===== config.mk =====
export PLATFORM = sky130hd
export DESIGN_NAME = uart_bus_arbiter
export DESIGN_NICKNAME = d
export VERILOG_FILES = /design/src/rtl/uart_pkg.sv /design/src/rtl/rr_arb2.sv /design/src/rtl/uart_bus_arbiter.sv
export SDC_FILE = /design/constraint.sdc
export NUM_CORES = 1
export LEC_CHECK = 0
export CAP_MARGIN = 20
export CORE_ASPECT_RATIO = 0.7
export CORE_MARGIN = 5
export CORE_UTILIZATION = 42
export DETAILED_ROUTE_END_ITERATION = 8
export PLACE_DENSITY = 0.78
export SYNTH_ARGS = -nofsm -noshare
export SYNTH_HDL_FRONTEND = slang
export SYNTH_SLANG_ARGS = --single-unit

===== constraint.sdc =====
create_clock -name clk -period 1.8 [get_ports clk]
set_input_delay 0.36 -clock clk [delete_from_list [all_inputs] [get_ports clk]]
set_output_delay 0.36 -clock clk [all_outputs]
set_load 0.05 [all_outputs]

===== src/rtl/uart_pkg.sv =====
// Shared definitions for the uart register-port arbiter and its clients.
// Holds the arbiter state encoding, uart register addresses, the
// direction encoding and the TDRE bit position of the status register.
package uart_pkg;

  typedef enum logic [1:0] {
    INIT = 2'd0,
    IDLE = 2'd1,
    ACC  = 2'd2,
    ACK  = 2'd3
  } state_e;

  localparam logic [1:0] ADDR_DATA = 2'b00;
  localparam logic [1:0] ADDR_STAT = 2'b01;
  localparam logic [1:0] ADDR_CTRL = 2'b11;

  localparam logic RW_WR = 1'b1;
  localparam logic RW_RD = 1'b0;

  localparam int TDRE_BIT = 7;

endpackage


===== src/rtl/rr_arb2.sv =====
// Two-input round-robin grant.
// Ports:
//   req_i       [1:0] request vector, bit n = requester n
//   rr_ptr_i          requester favoured when both request
//   gnt_valid_o       at least one request present
//   gnt_id_o          index of the granted requester
module rr_arb2 (
  input  logic [1:0] req_i,
  input  logic       rr_ptr_i,
  output logic       gnt_valid_o,
  output logic       gnt_id_o
);

  // Grant selection: a lone requester always wins, a tie goes to rr_ptr_i
  always_comb begin
    gnt_valid_o = |req_i;
    if (req_i == 2'b11) begin
      gnt_id_o = rr_ptr_i;
    end else if (req_i[1]) begin
      gnt_id_o = 1'b1;
    end else begin
      gnt_id_o = 1'b0;
    end
  end

endmodule


===== src/rtl/uart_bus_arbiter.sv =====
// Shares the single uart register port between requesters m0 and m1.
// After reset one control-register write (INIT_CTRL) is issued, then
// requests are granted round-robin; each grant becomes one scisel cycle
// followed by a one-cycle ack carrying read data. sciirq is re-timed by
// one flop and routed to IRQ_OWNER.
// Ports:
//   clk, rstb                      clock, synchronous active-low reset
//   m{0,1}_req/rw/addr/wdata       requester side inputs
//   m{0,1}_ack/rdata               completion pulse and read data
//   m{0,1}_irq                     routed uart interrupt
//   scisel/rw/addr/dbus_o/dbus_oe  uart register port (all registered)
//   dbus_i, sciirq                 uart data bus sample and interrupt
//   busy                           high whenever the arbiter is not idle
module uart_bus_arbiter
  import uart_pkg::*;
#(
  parameter logic [7:0] INIT_CTRL = 8'h40,
  parameter int         IRQ_OWNER = 0
) (
  input  logic       clk,
  input  logic       rstb,
  input  logic       m0_req,
  input  logic       m0_rw,
  input  logic [1:0] m0_addr,
  input  logic [7:0] m0_wdata,
  output logic       m0_ack,
  output logic [7:0] m0_rdata,
  input  logic       m1_req,
  input  logic       m1_rw,
  input  logic [1:0] m1_addr,
  input  logic [7:0] m1_wdata,
  output logic       m1_ack,
  output logic [7:0] m1_rdata,
  output logic       m0_irq,
  output logic       m1_irq,
  output logic       scisel,
  output logic       rw,
  output logic [1:0] addr,
  output logic [7:0] dbus_o,
  output logic       dbus_oe,
  input  logic [7:0] dbus_i,
  input  logic       sciirq,
  output logic       busy
);

  state_e     state_q;
  logic       init_done_q;
  logic       rr_ptr_q;
  logic       gnt_id_q;
  logic       lat_rw_q;
  logic [7:0] rdata_q;
  logic       scisel_q;
  logic       rw_q;
  logic [1:0] addr_q;
  logic [7:0] dbus_o_q;
  logic       dbus_oe_q;
  logic       busy_q;
  logic       m0_ack_q;
  logic       m1_ack_q;
  logic [7:0] m0_rdata_q;
  logic [7:0] m1_rdata_q;
  logic       irq_q;

  logic       gnt_valid_s;
  logic       gnt_id_s;
  logic       sel_rw_s;
  logic [1:0] sel_addr_s;
  logic [7:0] sel_wdata_s;
  logic [7:0] ack_rdata_s;

  rr_arb2 u_rr_arb2 (
    .req_i       ({m1_req, m0_req}),
    .rr_ptr_i    (rr_ptr_q),
    .gnt_valid_o (gnt_valid_s),
    .gnt_id_o    (gnt_id_s)
  );

  // Request fields of whichever requester the arbiter would grant
  always_comb begin
    if (gnt_id_s) begin
      sel_rw_s    = m1_rw;
      sel_addr_s  = m1_addr;
      sel_wdata_s = m1_wdata;
    end else begin
      sel_rw_s    = m0_rw;
      sel_addr_s  = m0_addr;
      sel_wdata_s = m0_wdata;
    end
  end

  // A write ack returns the last captured read value, a read ack the fresh bus sample
  assign ack_rdata_s = (lat_rw_q == RW_WR) ? rdata_q : dbus_i;

  // Arbiter FSM with all port outputs registered
  always_ff @(posedge clk) begin
    if (!rstb) begin
      state_q     <= INIT;
      init_done_q <= 1'b0;
      rr_ptr_q    <= 1'b0;
      gnt_id_q    <= 1'b0;
      lat_rw_q    <= 1'b0;
      rdata_q     <= 8'h00;
      scisel_q    <= 1'b0;
      rw_q        <= 1'b0;
      addr_q      <= 2'b00;
      dbus_o_q    <= 8'h00;
      dbus_oe_q   <= 1'b0;
      busy_q      <= 1'b1;
      m0_ack_q    <= 1'b0;
      m1_ack_q    <= 1'b0;
      m0_rdata_q  <= 8'h00;
      m1_rdata_q  <= 8'h00;
      irq_q       <= 1'b0;
    end else begin
      // Bus and ack outputs are single-cycle unless a branch below drives them
      scisel_q   <= 1'b0;
      rw_q       <= 1'b0;
      addr_q     <= 2'b00;
      dbus_o_q   <= 8'h00;
      dbus_oe_q  <= 1'b0;
      m0_ack_q   <= 1'b0;
      m1_ack_q   <= 1'b0;
      m0_rdata_q <= 8'h00;
      m1_rdata_q <= 8'h00;
      irq_q      <= (state_q == INIT) ? 1'b0 : sciirq;

      case (state_q)
        INIT: begin
          // First edge out of reset launches the control write; the next one leaves INIT
          if (!init_done_q) begin
            scisel_q    <= 1'b1;
            rw_q        <= RW_WR;
            addr_q      <= ADDR_CTRL;
            dbus_o_q    <= INIT_CTRL;
            dbus_oe_q   <= 1'b1;
            init_done_q <= 1'b1;
            busy_q      <= 1'b1;
          end else begin
            state_q <= IDLE;
            busy_q  <= 1'b0;
          end
        end
        IDLE: begin
          if (gnt_valid_s) begin
            gnt_id_q  <= gnt_id_s;
            lat_rw_q  <= sel_rw_s;
            scisel_q  <= 1'b1;
            rw_q      <= sel_rw_s;
            addr_q    <= sel_addr_s;
            dbus_o_q  <= (sel_rw_s == RW_WR) ? sel_wdata_s : 8'h00;
            dbus_oe_q <= (sel_rw_s == RW_WR);
            busy_q    <= 1'b1;
            state_q   <= ACC;
          end else begin
            busy_q <= 1'b0;
          end
        end
        ACC: begin
          if (lat_rw_q == RW_RD) begin
            rdata_q <= dbus_i;
          end
          if (gnt_id_q) begin
            m1_ack_q   <= 1'b1;
            m1_rdata_q <= ack_rdata_s;
          end else begin
            m0_ack_q   <= 1'b1;
            m0_rdata_q <= ack_rdata_s;
          end
          busy_q  <= 1'b1;
          state_q <= ACK;
        end
        ACK: begin
          rr_ptr_q <= ~gnt_id_q;
          busy_q   <= 1'b0;
          state_q  <= IDLE;
        end
        default: begin
          state_q     <= INIT;
          init_done_q <= 1'b0;
          busy_q      <= 1'b1;
        end
      endcase
    end
  end

  assign scisel   = scisel_q;
  assign rw       = rw_q;
  assign addr     = addr_q;
  assign dbus_o   = dbus_o_q;
  assign dbus_oe  = dbus_oe_q;
  assign busy     = busy_q;
  assign m0_ack   = m0_ack_q;
  assign m1_ack   = m1_ack_q;
  assign m0_rdata = m0_rdata_q;
  assign m1_rdata = m1_rdata_q;
  assign m0_irq   = (IRQ_OWNER == 32'sd0) ? irq_q : 1'b0;
  assign m1_irq   = (IRQ_OWNER != 32'sd0) ? irq_q : 1'b0;

endmodule

* After elaboration in Yosys (flattened, before gate mapping)
Cells that the tools add are included.
** Storage, ports and cells
- Register bits :: 46
- Logic and storage cells :: 57
** Operators by class
- Reduce and logical (&&, ||, !) cells :: 8
- Equality and inequality tests :: 6
- Mux-type cells :: 24
- Bitwise operators :: 3
** Operator list (count)
- two-way mux 8 bit :: 4
- case mux 8 bit (2 select lines) :: 1
- two-way mux 2 bit :: 5
- two-way mux 1 bit :: 8
- case mux 2 bit (4 select lines) :: 1
- two-way mux 7 bit :: 1
- == test 2 bit (second input constant) :: 3
- AND reduction 2 bit :: 3
- inequality test 2 bit (second input constant) :: 2
- case mux 1 bit (2 select lines) :: 2
- case mux 1 bit (4 select lines) :: 1
- case mux 2 bit (2 select lines) :: 1
- OR reduction 2 bit :: 2
- inverter 1 bit :: 3
- AND reduction 3 bit :: 1
- OR reduction 3 bit :: 1
- == test 2 x 1 -> 1 bit (second input constant) :: 1
- zero test 2 bit :: 1

* Depth between registers and ports, before layout
- Depth in word-level cells :: 6
- Depth in mapped cells :: 6
- Depth with buffers taken out :: 6

* Cells and area by module
From an unflattened synthesis, not the netlist that was laid out.
** Second synthesis, totals
- Cells, all modules :: 163
- Area, all modules :: 1691.6 µm²
** Modules (own cells, without submodules)
- uart_bus_arbiter :: cells an instance 160, instances 1, area each 1674.1 µm²
- rr_arb2 :: cells an instance 3, instances 1, area each 17.5 µm²

* Least setup slack after synthesis
Ideal clock, no wire load.
- Path type :: register -> register
- Start :: register state_q[0]
- End :: register state_q[1]
- Period minus slack after synthesis :: 1.355 ns
- Setup time :: 0.116 ns
- Arrival time :: 1.238 ns
- Setup slack :: 0.445 ns
- Data required time :: 1.684 ns
- Stages on the path, launching flop included :: 7
- Cell sequence :: dfxtp_1 inv_1 ha_1 nor2b_1 a21oi_2 mux2i_1 nor2b_1
** On the way
- Longest elaborated chain between the ends :: 3
- Elaborated cells between the ends (all ways) :: 8
- Those cells by class :: eq/ne: 5; mux: 1; reduce/logical: 2
** RTL lines
- start, declared :: RTL line uart_bus_arbiter.sv:46 : state_e state_q;
- start signal, assigned :: RTL line uart_bus_arbiter.sv:97 : state_q <= INIT;
- start signal, assigned :: RTL line uart_bus_arbiter.sv:139 : state_q <= IDLE;
- start signal, assigned :: RTL line uart_bus_arbiter.sv:153 : state_q <= ACC;
- == test 2 x 1 -> 1 bit / zero test 2 bit (equally long branches) :: RTL line uart_bus_arbiter.sv:127 : case (state_q)
- inequality test 2 bit (no source line)
- AND reduction 2 bit (no source line)
Several ways; a longest one is shown, not always the timed one.
A chain may end at the register's enable or synchronous reset.

* Worst setup path after layout
- Start :: register m0_rdata_q[6], in the netlist m0_rdata[6]
- End :: output port m0_rdata[6]
** RTL lines
- start, declared :: RTL line uart_bus_arbiter.sv:60 : logic [7:0] m0_rdata_q;
- start signal, assigned :: RTL line uart_bus_arbiter.sv:167 : m0_rdata_q <= ack_rdata_s;
- end, declared :: RTL line uart_bus_arbiter.sv:27 : output logic [7:0] m0_rdata,
No word-level cell between the ends.

==> impl_metrics.ini <==
[grt]
grt_antenna_before_repair = 0
grt_pass1_wl_mm = 5.71
grt_max_degree = 21
grt_overflow = 0
grt_use_total_pct = 13.0
grt_pass1_vias = 1243

[min_path]
worstHoldStart = lat_rw_q
hold_depth = 2
holdPathEnd = lat_rw_q
holdCritPathClass = reg -> reg

[worst_setup_path]
critPathTopFamily = buffers and inverters
reg2reg_to = addr[1]
r2r_cells = 5
end_kind = output pin
crit_path_max_incr_delay_ps = 790
cp_slowest_cell = clkdlybuf4s50_1
r2r_start = state_q[1]
crit_arrival_ps = 1390
critPathBufInv = 1
critPathKind = reg -> out
crit_chain = clkdlybuf4s50_1
cp_max_fo = 1
required_ps = 1440
r2r_slack_ps = 260
critPathLaunchType = flip-flop

[cts]
clkTransAtPathRegs_ps = 90
clk_latency_ps = 290
cts_hold_buffers = 0
cts_sinks = 46
h-tree-depth = 2
cts.path.max_buffers = 2
cts_tree = built
cts_made_buffers = 5
clockRootBuffer = clkbuf_8

[floorplan]
core_area_um2 = 3950
initial_utilization_pct = 43.5
core.rowCount = 19
fp.dieW_um = 86.4
die_h_um = 63.5
pin_count = 69
fp.dieArea_um2 = 5490

[power_and_ir_drop]
power.total_uw = 3170
p_int_uw = 1950
power.switching_uw = 1230
swShare_pct = 38.6
clkPwrFrac_pct = 19.2
p_leak_uw = 0.00116
p_seq_share_pct = 39.9
p_comb_share_pct = 40.9
power_density_nw_per_um2 = 1280
vdd_ir_drop_max_mv = 0.511

[synth]
syn_avg_cell_area_um2 = 10.2
yosysSeqAreaShare_pct = 53.6
synth_seq_cells = 46
netlist_instances = 168
synthesis.nets = 209
synth-async-reset-ratio_pct = 0
netlist_area_um2 = 1720
synth_flop_cell = dfxtp_1
yosysUniqueCellTypes = 31
yosysWarningCount = 0
synth_edf_count = 0

[sta]
fin_setup_tns_ps = 0
hold_viol_final = 0
finClkSkew_ps = 5.66
finalCritPeriodShare_pct = 97.3
rsz0062_at_grt = no
period_needed_ps = 1750
setup_violations = 0
slew_headroom_pct = 65.3
fmax_ghz = 0.571
fin_ws_ps = 48.7
slew_violations = 0
worst_pin_slew_ps = 519

[final_layout]
final_cell_mix = 46 x dfxtp_1, 35 x clkdlybuf4s50_1, 27 x buf_4
seq_area_um2 = 921
fillers = 360
antenna_cells = 0
multi_input_area_um2 = 728
nNetsFinal = 279
drive_gt1_share_pct = 18.4
syn2layout_area_growth_pct = 44.4
final_common_cell = dfxtp_1

[route]
viasPerCell = 4.66
via_count = 1355
ant_nets = 0
drt_iter0_drc = 43
drt_wl_total_mm = 3.63
firstDrtPassIters = 4
wl_per_cell_um = 12.5
drc = 0

[placed_design]
post-dp-hpwl_mm = 2.75
port_buffers = 67
gp_congestion = 0.734
dp_slack_ps = 74.4

[flow_run]
maxCapViolCount = 0

[run_status]
status = completed
## registers in the layout (all words and copies together), names as in the netlist
signal and count:
m0_rdata 8, busy 1, m1_rdata 8, rr_ptr_q 1, rdata_q 8, dbus_o 8, m0_irq 1, lat_rw_q 1
scisel 1, m1_ack 1, m0_ack 1, gnt_id_q 1, state_q 2, dbus_oe 1, addr 2, init_done_q 1
## power groups by stage
stage          clock network (uW)  logic, uW  registers (uW)
4_1_cts                       623       1310            1270
5_1_grt                       679       1390            1300
3_5_place_dp                    0       1300            1290
3_3_place_gp                    0       1290            1290
6_report                      610       1300            1270
2_1_floorplan                   0        630            1600
## area by class of cell
class | count | share of cell area (%)
sequential | 46 | 37.1
multi-input combinational | 111 | 29.4
timing repair buffer | 70 | 26.6
clock buffer | 5 | 2.77
tap | 52 | 2.62
clock inverter | 3 | 0.858
inverter | 4 | 0.605
## logic make-up (layout without fill, tap and decap cells)
group                      Yosys count  in the layout  synth area share, %
muxes                               19             19                 11.1
and+or+nand+nor                     62             62                 17.1
buffers and inverters               11             82                 4.00
other                                1              1                0.218
DFF                                 46             46                 53.6
AOI/OAI and AO/OA                   23             23                 9.61
adders and majority gates            6              6                 4.37
## metrics by stage
step | cells | area (um2) | utilization [%] | hold WS [ps]
global placement | 283 | 2370 | 60.1 | 450
global route | 291 | 2480 | 62.8 | 528
CTS | 291 | 2460 | 62.4 | 503
finish | 291 | 2480 | 62.8 | 493
floorplan | 168 | 1720 | - | 477
detailed placement | 283 | 2370 | 60.1 | 466
## layer usage
metal,vias to the layer above,GRT usage (%),wire (um)
met5,-,0,0
met4,0,3.11,10
met3,2,6.38,440
met2,56,19.8,1540
met1,606,16.5,1640
li1,691,-,-
## what timing repair did
item | 4_1_cts | 5_1_grt
buffers inserted | 0 | 0
gates resized for setup | 0 | 7
endpoints found under the hold margin | 0 | 0
endpoints found under the setup margin | 0 | 7
## tightest hold or removal path: cells and delay by family, from the launching register on
family             cells  cell delay (ps)
DFF                    1              320
and+or+nand+nor        1               50
AOI/OAI and AO/OA      1               80
## synth_stat cells (2+ instances only)
cell type | number | area (um2)
dfxtp_1 | 46 | 921
nand2_1 | 21 | 78.8
mux2i_1 | 19 | 190
nor2_1 | 19 | 71.3
nor2b_1 | 12 | 75.1
a21oi_1 | 8 | 40.0
ha_1 | 6 | 75.1
inv_1 | 4 | 15.0
buf_4 | 3 | 22.5
a21boi_0 | 2 | 15.0
a21oi_2 | 2 | 17.5
and2_1 | 2 | 12.5
buf_6 | 2 | 22.5
nand2_2 | 2 | 12.5
o211a_1 | 2 | 20.0
o21ai_1 | 2 | 10.0
o22ai_1 | 2 | 12.5
## how the worst max path moves through the flow
stage                startpoint     endpoint  cells after the start
finish              m0_rdata[6]  m0_rdata[6]                      1
CTS                      m1_ack       m1_ack                      1
global route        m0_rdata[6]  m0_rdata[6]                      1
floorplan            state_q[0]   state_q[1]                      6
detailed placement       m0_req    dbus_o[6]                      5
global placement         m1_req    dbus_o[6]                      4
Note: power is estimated with default switching activity, not from simulation.
